[config.mk]
export PLATFORM = sky130hd
export DESIGN_NAME = ecsu_persist
export DESIGN_NICKNAME = d
export VERILOG_FILES = /design/src/rtl/ecsu_pkg.sv /design/src/rtl/ecsu_classify.sv /design/src/rtl/ecsu_persist.sv
export SDC_FILE = /design/constraint.sdc
export NUM_CORES = 1
export LEC_CHECK = 0
export ABC_AREA = 1
export ABC_CLOCK_PERIOD_IN_PS = 2700
export CAP_MARGIN = 5
export CORE_MARGIN = 2
export CORE_UTILIZATION = 52
export DETAILED_ROUTE_END_ITERATION = 6
export PLACE_DENSITY = 0.84
export SYNTH_ARGS = -nofsm -noshare
export SYNTH_HDL_FRONTEND = slang
export SYNTH_HIERARCHICAL = 1
export SYNTH_SLANG_ARGS = --single-unit
[constraint.sdc]
create_clock -name CLK -period 2.7 [get_ports CLK]
set_clock_uncertainty 0.2 [all_clocks]
set_input_delay 0.405 -clock CLK [delete_from_list [all_inputs] [get_ports CLK]]
set_output_delay 0.405 -clock CLK [all_outputs]
set_load 0.05 [all_outputs]
[src/rtl/ecsu_pkg.sv]
// ecsu_pkg: shared definitions for the environmental condition safety unit.
//   - ecsu_state_e : 2-bit alert level encoding (ALL_CLEAR .. EMERGENCY)
//   - VIS_*        : visibility input codes
//   - cnt_w()      : width needed for a counter that must hold values 0..n
package ecsu_pkg;

  typedef enum logic [1:0] {
    ALL_CLEAR  = 2'b00,
    CAUTION    = 2'b01,
    HIGH_ALERT = 2'b10,
    EMERGENCY  = 2'b11
  } ecsu_state_e;

  localparam logic [1:0] VIS_CLEAR   = 2'b00;
  localparam logic [1:0] VIS_REDUCED = 2'b01;
  localparam logic [1:0] VIS_POOR    = 2'b10;
  localparam logic [1:0] VIS_ZERO    = 2'b11;

  function automatic int cnt_w(input int n);
    return (n < 1) ? 1 : $clog2(n + 1);
  endfunction

endpackage

[src/rtl/ecsu_classify.sv]
// ecsu_classify: combinational sensor classifier. Maps one sensor sample to
// the target alert level; the highest matching rule wins.
// Ports:
//   thunderstorm  in  thunderstorm detected
//   wind          in  unsigned wind speed, WIND_W bits
//   visibility    in  visibility code (see ecsu_pkg VIS_*)
//   temperature   in  signed temperature, TEMP_W bits
//   target        out target alert level
module ecsu_classify
  import ecsu_pkg::*;
#(
  parameter int WIND_W       = 6,
  parameter int TEMP_W       = 8,
  parameter int CAUTION_WIND = 10,
  parameter int HIGH_WIND    = 15,
  parameter int EMERG_WIND   = 20,
  parameter int HIGH_TEMP    = 35,
  parameter int EMERG_TEMP   = 40
) (
  input  logic                     thunderstorm,
  input  logic        [WIND_W-1:0] wind,
  input  logic        [1:0]        visibility,
  input  logic signed [TEMP_W-1:0] temperature,
  output ecsu_state_e              target
);

  localparam logic [WIND_W-1:0] CAUTION_W = WIND_W'(CAUTION_WIND);
  localparam logic [WIND_W-1:0] HIGH_W    = WIND_W'(HIGH_WIND);
  localparam logic [WIND_W-1:0] EMERG_W   = WIND_W'(EMERG_WIND);

  // Temperature limits held as signed TEMP_W values so both bounds compare
  // as two's complement against the sample.
  localparam logic signed [TEMP_W-1:0] HIGH_T_POS  = TEMP_W'(HIGH_TEMP);
  localparam logic signed [TEMP_W-1:0] HIGH_T_NEG  = TEMP_W'(-HIGH_TEMP);
  localparam logic signed [TEMP_W-1:0] EMERG_T_POS = TEMP_W'(EMERG_TEMP);
  localparam logic signed [TEMP_W-1:0] EMERG_T_NEG = TEMP_W'(-EMERG_TEMP);

  logic emerg_hit;
  logic high_hit;
  logic caution_hit;

  always_comb begin
    emerg_hit   = (wind > EMERG_W) ||
                  (temperature > EMERG_T_POS) || (temperature < EMERG_T_NEG);
    high_hit    = (wind > HIGH_W) || (visibility == VIS_ZERO) ||
                  (temperature > HIGH_T_POS) || (temperature < HIGH_T_NEG) ||
                  thunderstorm;
    caution_hit = (wind > CAUTION_W) ||
                  (visibility == VIS_REDUCED) || (visibility == VIS_POOR);

    if (emerg_hit)        target = EMERGENCY;
    else if (high_hit)    target = HIGH_ALERT;
    else if (caution_hit) target = CAUTION;
    else                  target = ALL_CLEAR;
  end

endmodule

[src/rtl/ecsu_persist.sv]
// ecsu_persist: alert-level state machine with persistence filtering.
// Escalates after ESC_CYCLES consecutive higher-target samples, drops one
// level after CLR_CYCLES consecutive lower-target samples, and leaves
// EMERGENCY only on an acknowledged calmer sample.
// Ports:
//   CLK, RST                 clock (rising edge), async active-high reset
//   sample_valid             sensor inputs valid this cycle
//   thunderstorm, wind,
//   visibility, temperature  sensor sample
//   ack                      operator acknowledge (EMERGENCY only)
//   severe_weather           state is HIGH_ALERT or EMERGENCY
//   emergency_landing_alert  state is EMERGENCY
//   ECSU_state               current alert level
//   state_changed            one-cycle pulse after any transition
module ecsu_persist
  import ecsu_pkg::*;
#(
  parameter int WIND_W       = 6,
  parameter int TEMP_W       = 8,
  parameter int CAUTION_WIND = 10,
  parameter int HIGH_WIND    = 15,
  parameter int EMERG_WIND   = 20,
  parameter int HIGH_TEMP    = 35,
  parameter int EMERG_TEMP   = 40,
  parameter int ESC_CYCLES   = 2,
  parameter int CLR_CYCLES   = 4
) (
  input  logic                     CLK,
  input  logic                     RST,
  input  logic                     sample_valid,
  input  logic                     thunderstorm,
  input  logic        [WIND_W-1:0] wind,
  input  logic        [1:0]        visibility,
  input  logic signed [TEMP_W-1:0] temperature,
  input  logic                     ack,
  output logic                     severe_weather,
  output logic                     emergency_landing_alert,
  output logic        [1:0]        ECSU_state,
  output logic                     state_changed
);

  if (!(CAUTION_WIND < HIGH_WIND && HIGH_WIND < EMERG_WIND)) begin : g_bad_wind
    $error("ecsu_persist: wind thresholds must be strictly increasing");
  end
  if (!(HIGH_TEMP < EMERG_TEMP)) begin : g_bad_temp
    $error("ecsu_persist: HIGH_TEMP must be below EMERG_TEMP");
  end
  if (ESC_CYCLES < 1 || CLR_CYCLES < 1) begin : g_bad_cycles
    $error("ecsu_persist: ESC_CYCLES and CLR_CYCLES must be at least 1");
  end

  localparam int CNT_W = cnt_w((ESC_CYCLES > CLR_CYCLES) ? ESC_CYCLES : CLR_CYCLES);
  localparam logic [CNT_W-1:0] ESC_LIM = CNT_W'(ESC_CYCLES);
  localparam logic [CNT_W-1:0] CLR_LIM = CNT_W'(CLR_CYCLES);

  // Stage p0: combinational classification of the incoming sample
  ecsu_state_e target_p0;

  ecsu_classify #(
    .WIND_W      (WIND_W),
    .TEMP_W      (TEMP_W),
    .CAUTION_WIND(CAUTION_WIND),
    .HIGH_WIND   (HIGH_WIND),
    .EMERG_WIND  (EMERG_WIND),
    .HIGH_TEMP   (HIGH_TEMP),
    .EMERG_TEMP  (EMERG_TEMP)
  ) u_classify (
    .thunderstorm(thunderstorm),
    .wind        (wind),
    .visibility  (visibility),
    .temperature (temperature),
    .target      (target_p0)
  );

  ecsu_state_e      state_p1;
  logic [CNT_W-1:0] esc_cnt_p1;
  logic [CNT_W-1:0] clr_cnt_p1;

  ecsu_state_e      state_nx;
  logic [CNT_W-1:0] esc_nx;
  logic [CNT_W-1:0] clr_nx;
  logic [CNT_W-1:0] esc_inc;
  logic [CNT_W-1:0] clr_inc;

  always_comb begin
    state_nx = state_p1;
    esc_nx   = esc_cnt_p1;
    clr_nx   = clr_cnt_p1;
    esc_inc  = esc_cnt_p1 + CNT_W'(1);
    clr_inc  = clr_cnt_p1 + CNT_W'(1);

    if (sample_valid) begin
      if (target_p0 > state_p1) begin
        clr_nx = '0;
        if (esc_inc == ESC_LIM) begin
          // EMERGENCY is only entered from HIGH_ALERT; lower levels stop there.
          state_nx = (target_p0 == EMERGENCY && state_p1 != HIGH_ALERT) ?
                     HIGH_ALERT : target_p0;
          esc_nx   = '0;
        end else begin
          esc_nx = esc_inc;
        end
      end else if (target_p0 < state_p1) begin
        esc_nx = '0;
        if (state_p1 == EMERGENCY) begin
          // No dwell exit from EMERGENCY; the dwell count saturates short of
          // its limit so it cannot wrap while waiting for ack.
          if (ack) begin
            state_nx = HIGH_ALERT;
            clr_nx   = '0;
          end else if (clr_inc != CLR_LIM) begin
            clr_nx = clr_inc;
          end
        end else if (clr_inc == CLR_LIM) begin
          state_nx = ecsu_state_e'(state_p1 - 2'd1);
          clr_nx   = '0;
        end else begin
          clr_nx = clr_inc;
        end
      end else begin
        esc_nx = '0;
        clr_nx = '0;
      end
    end
  end

  // Stage p1: registered state, counters and outputs derived from next state
  always_ff @(posedge CLK or posedge RST) begin
    if (RST) begin
      state_p1                <= ALL_CLEAR;
      esc_cnt_p1              <= '0;
      clr_cnt_p1              <= '0;
      severe_weather          <= 1'b0;
      emergency_landing_alert <= 1'b0;
      state_changed           <= 1'b0;
    end else begin
      state_p1                <= state_nx;
      esc_cnt_p1              <= esc_nx;
      clr_cnt_p1              <= clr_nx;
      severe_weather          <= (state_nx == HIGH_ALERT) || (state_nx == EMERGENCY);
      emergency_landing_alert <= (state_nx == EMERGENCY);
      state_changed           <= (state_nx != state_p1);
    end
  end

  assign ECSU_state = state_p1;

endmodule

==> qor.yml <==
synth:
  avgSynthCellArea_um2: 7.09
  syn_area_mm2: 0.00106
  ys_ff_latch: 11
  yosys_warnings: 6
  syn_inst: 149
  ys_types: 28
  syn_nets: 178
  ys_seq_area_share_pct: 26.1
detailed_routing:
  drc_errors: 0
  vias: 1074
  drt_wl_total_um: 2280
  wl_per_cell_um: 11.0
  firstDrtPassIters: 4
  drt_iter0_markers: 32
  ant_nets: 0
  via_per_inst: 5.16
timing:
  slew_headroom_pct: 66.7
  setup_viol: 0
  fmax_ghz: 0.402
  fin_ws_ps: 213
  final-max-slew-violation-count: 0
  hold_violations: 0
  worst_slew_pin_slew_ps: 498
  grt_setup_unrepaired: "false"
  finalCritPeriodShare_pct: 92.1
  fin_crit_ps: 2490
die:
  io_pins: 26
  coreArea_mm2: 0.00194
  die-area_mm2: 0.00241
  start_util_pct: 54.4
  num_rows: 16
  die-width_um: 49.1
  die_h_um: 49.1
clock_tree:
  cts_tree: "done"
  cts_max_path_buffers: 2
  ctsHoldBuffers: 0
  cts-buffers-inserted: 3
  post_cts_buffers: 0
  cts_max_level: 1
  cts-root-buf: "clkbuf_4"
  clk_latency_ps: 270
  cts-resized-gates: 0
  clk_pin_slew_ps: 60
  clock_sinks: 11
grt:
  grt_max_degree: 13
  overflow: 0
  antenna_found_initial: 0
  grt_pass1_wl_um: 3950
  grt_pass1_vias: 1023
  grt_usage_pct: 20.8
layout:
  fin_area_mm2: 0.00139
  drive_gt1_share_pct: 18.8
  nNetsFinal: 211
  n_antenna_cell: 0
  synthToLayoutAreaGrowth_pct: 31.9
place:
  postPlaceCellArea_mm2: 0.00136
  pre_cts_ws_ps: -91.6
  place_congestion: 0.985
  port_buffers: 25
  dp_hpwl_um: 1920
job:
  drv_cap: 0
worst_setup_path:
  worstPathRequired_ps: 2660
  worstSetupPathType: "primary input to flip-flop"
  crit_fanout: 6
  endpoint_kind: "flip-flop"
  cp_data_arrival_time_ps: 2450
  cp-start-kind: "primary input"
power:
  p_leak_nw: 0.709
  powerDensity_mw_per_mm2: 906
  ir_drop_mv: 0.557
min_path:
  hold_class: "primary input to async pin"
run_status:
  outcome: "finished, final reports clean"
-- final cells by class --
type | instances | area [µm²]
clock buffers | 4 | 26.3
fillers | 165 | 549
inverters | 24 | 93.8
multi-input cells | 113 | 673
flip-flops and latches | 11 | 275
well taps | 27 | 33.8
repair buffers | 29 | 290
-- report_power, final --
group	total (W)	switching (W)	leakage, nW	internal, W
Sequential	0.000305	0.0000718	0.141	0.000233
Clock	0.000109	0.0000517	0.0150	0.0000572
Combinational	0.000848	0.000522	0.552	0.000326
-- synthesized netlist by cell type (all sizes together) --
master	n	area (µm²)
a21oi	6	41.3
inv	23	88.8
clkbuf	1	13.8
xnor2	1	8.76
nand3	19	125
ha	8	100
dfrtp	11	275
or2	1	6.26
o21ai	9	48.8
nand3b	1	7.51
mux2i	1	10.0
clkinv	1	5.00
o31ai	1	7.51
o22ai	2	12.5
nand2	50	235
nor2	11	51.3
or3	1	6.26
nand4	2	12.5
-- layer usage --
layer  wire length, µm  GRT usage (%)  share of wire, %  vias up
li1                  -              -                 -      544
met1               987           24.3                43      480
met2              1150           36.0                50       43
met3                97           1.23               4.2        7
met4                53           14.3               2.3        0
met5                 0              0                 0        -
-- final timing paths --
kind	from	end	slack [ps]	depth (start not counted)
max in group asynchronous	RST	severe_weather	1810	2
min in group CLK	esc_cnt_p1[0]	esc_cnt_p1[0]	320	1
worst min-delay path	RST	state_changed	210	2
worst max-delay path	temperature[3]	state_changed	210	20
worst min register to register	esc_cnt_p1[0]	esc_cnt_p1[0]	320	1
worst max register to register	ECSU_state[1]	state_changed	580	14
-- worst max-delay path: stages --
cell             delay (ps)
clkdlybuf4s50_1         420
inv_1                    80
nand2_1                  70
nand2_1                  70
nand2_1                  80
a21oi_4                 130
nand2_1                  90
ha_1                    310
nand2_2                 110
nand2_4                  80
nand2_4                  90
inv_4                    40
nand3_2                  70
nand2_2                  50
inv_2                    90
nand2_4                  60
nand3_2                  50
nand2_1                  60
inv_1                    50
nand2_1                  40
-- per-stage QoR --
stage / power [W] / hold WS (ps) / util (%) / TNS, ps / std cells
after floorplan: 0.000927 / 57.4 / - / 0 / 149
after global placement: 0.00113 / 296 / 69.8 / -5.80 / 204
after detailed placement: 0.00116 / 322 / 69.8 / -256 / 204
after CTS: 0.00127 / 226 / 71.2 / 0 / 208
after global routing: 0.00136 / 251 / 71.7 / 0 / 208
final: 0.00126 / 214 / 71.7 / 0 / 208
-- kinds of logic after synthesis --
| kind of cell | Yosys count | share of synthesized area, % |
|---|---|---|
| AO/OA/AOI/OAI | 18 | 10.4 |
| XOR/XNOR | 1 | 0.830 |
| adder cells (fa/ha/maj) | 8 | 9.48 |
| buffers and inverters | 25 | 10.2 |
| flip-flops | 11 | 26.1 |
| multiplexers | 1 | 0.948 |
| AND/OR/NAND/NOR | 85 | 42.1 |
-- placed cells by master, fill, tap and decap left out, types with 2 or more instances in the layout --
cell type        synthesis  layout
nand2_1                 41      41
clkdlybuf4s50_1          0      21
inv_1                   17      17
nand3_1                 13      13
dfrtp_1                 11      11
nor2_1                   9       9
ha_1                     8       8
nand3_2                  6       6
nand2_4                  5       5
inv_2                    5       5
o21ai_1                  4       5
a21oi_1                  5       5
nand2_2                  4       4
dlymetal6s2s_1           0       4
buf_4                    0       4
o21ai_0                  4       3
clkbuf_4                 0       3
nand4_1                  2       2
o22ai_1                  2       2
-- registers in the layout, summed over array words and instances, names as in the netlist --
register,count
severe_weather,1
clr_cnt_p1,3
esc_cnt_p1,3
emergency_landing_alert,1
state_changed,1
ECSU_state,2
(Power assumes the default switching activity.)
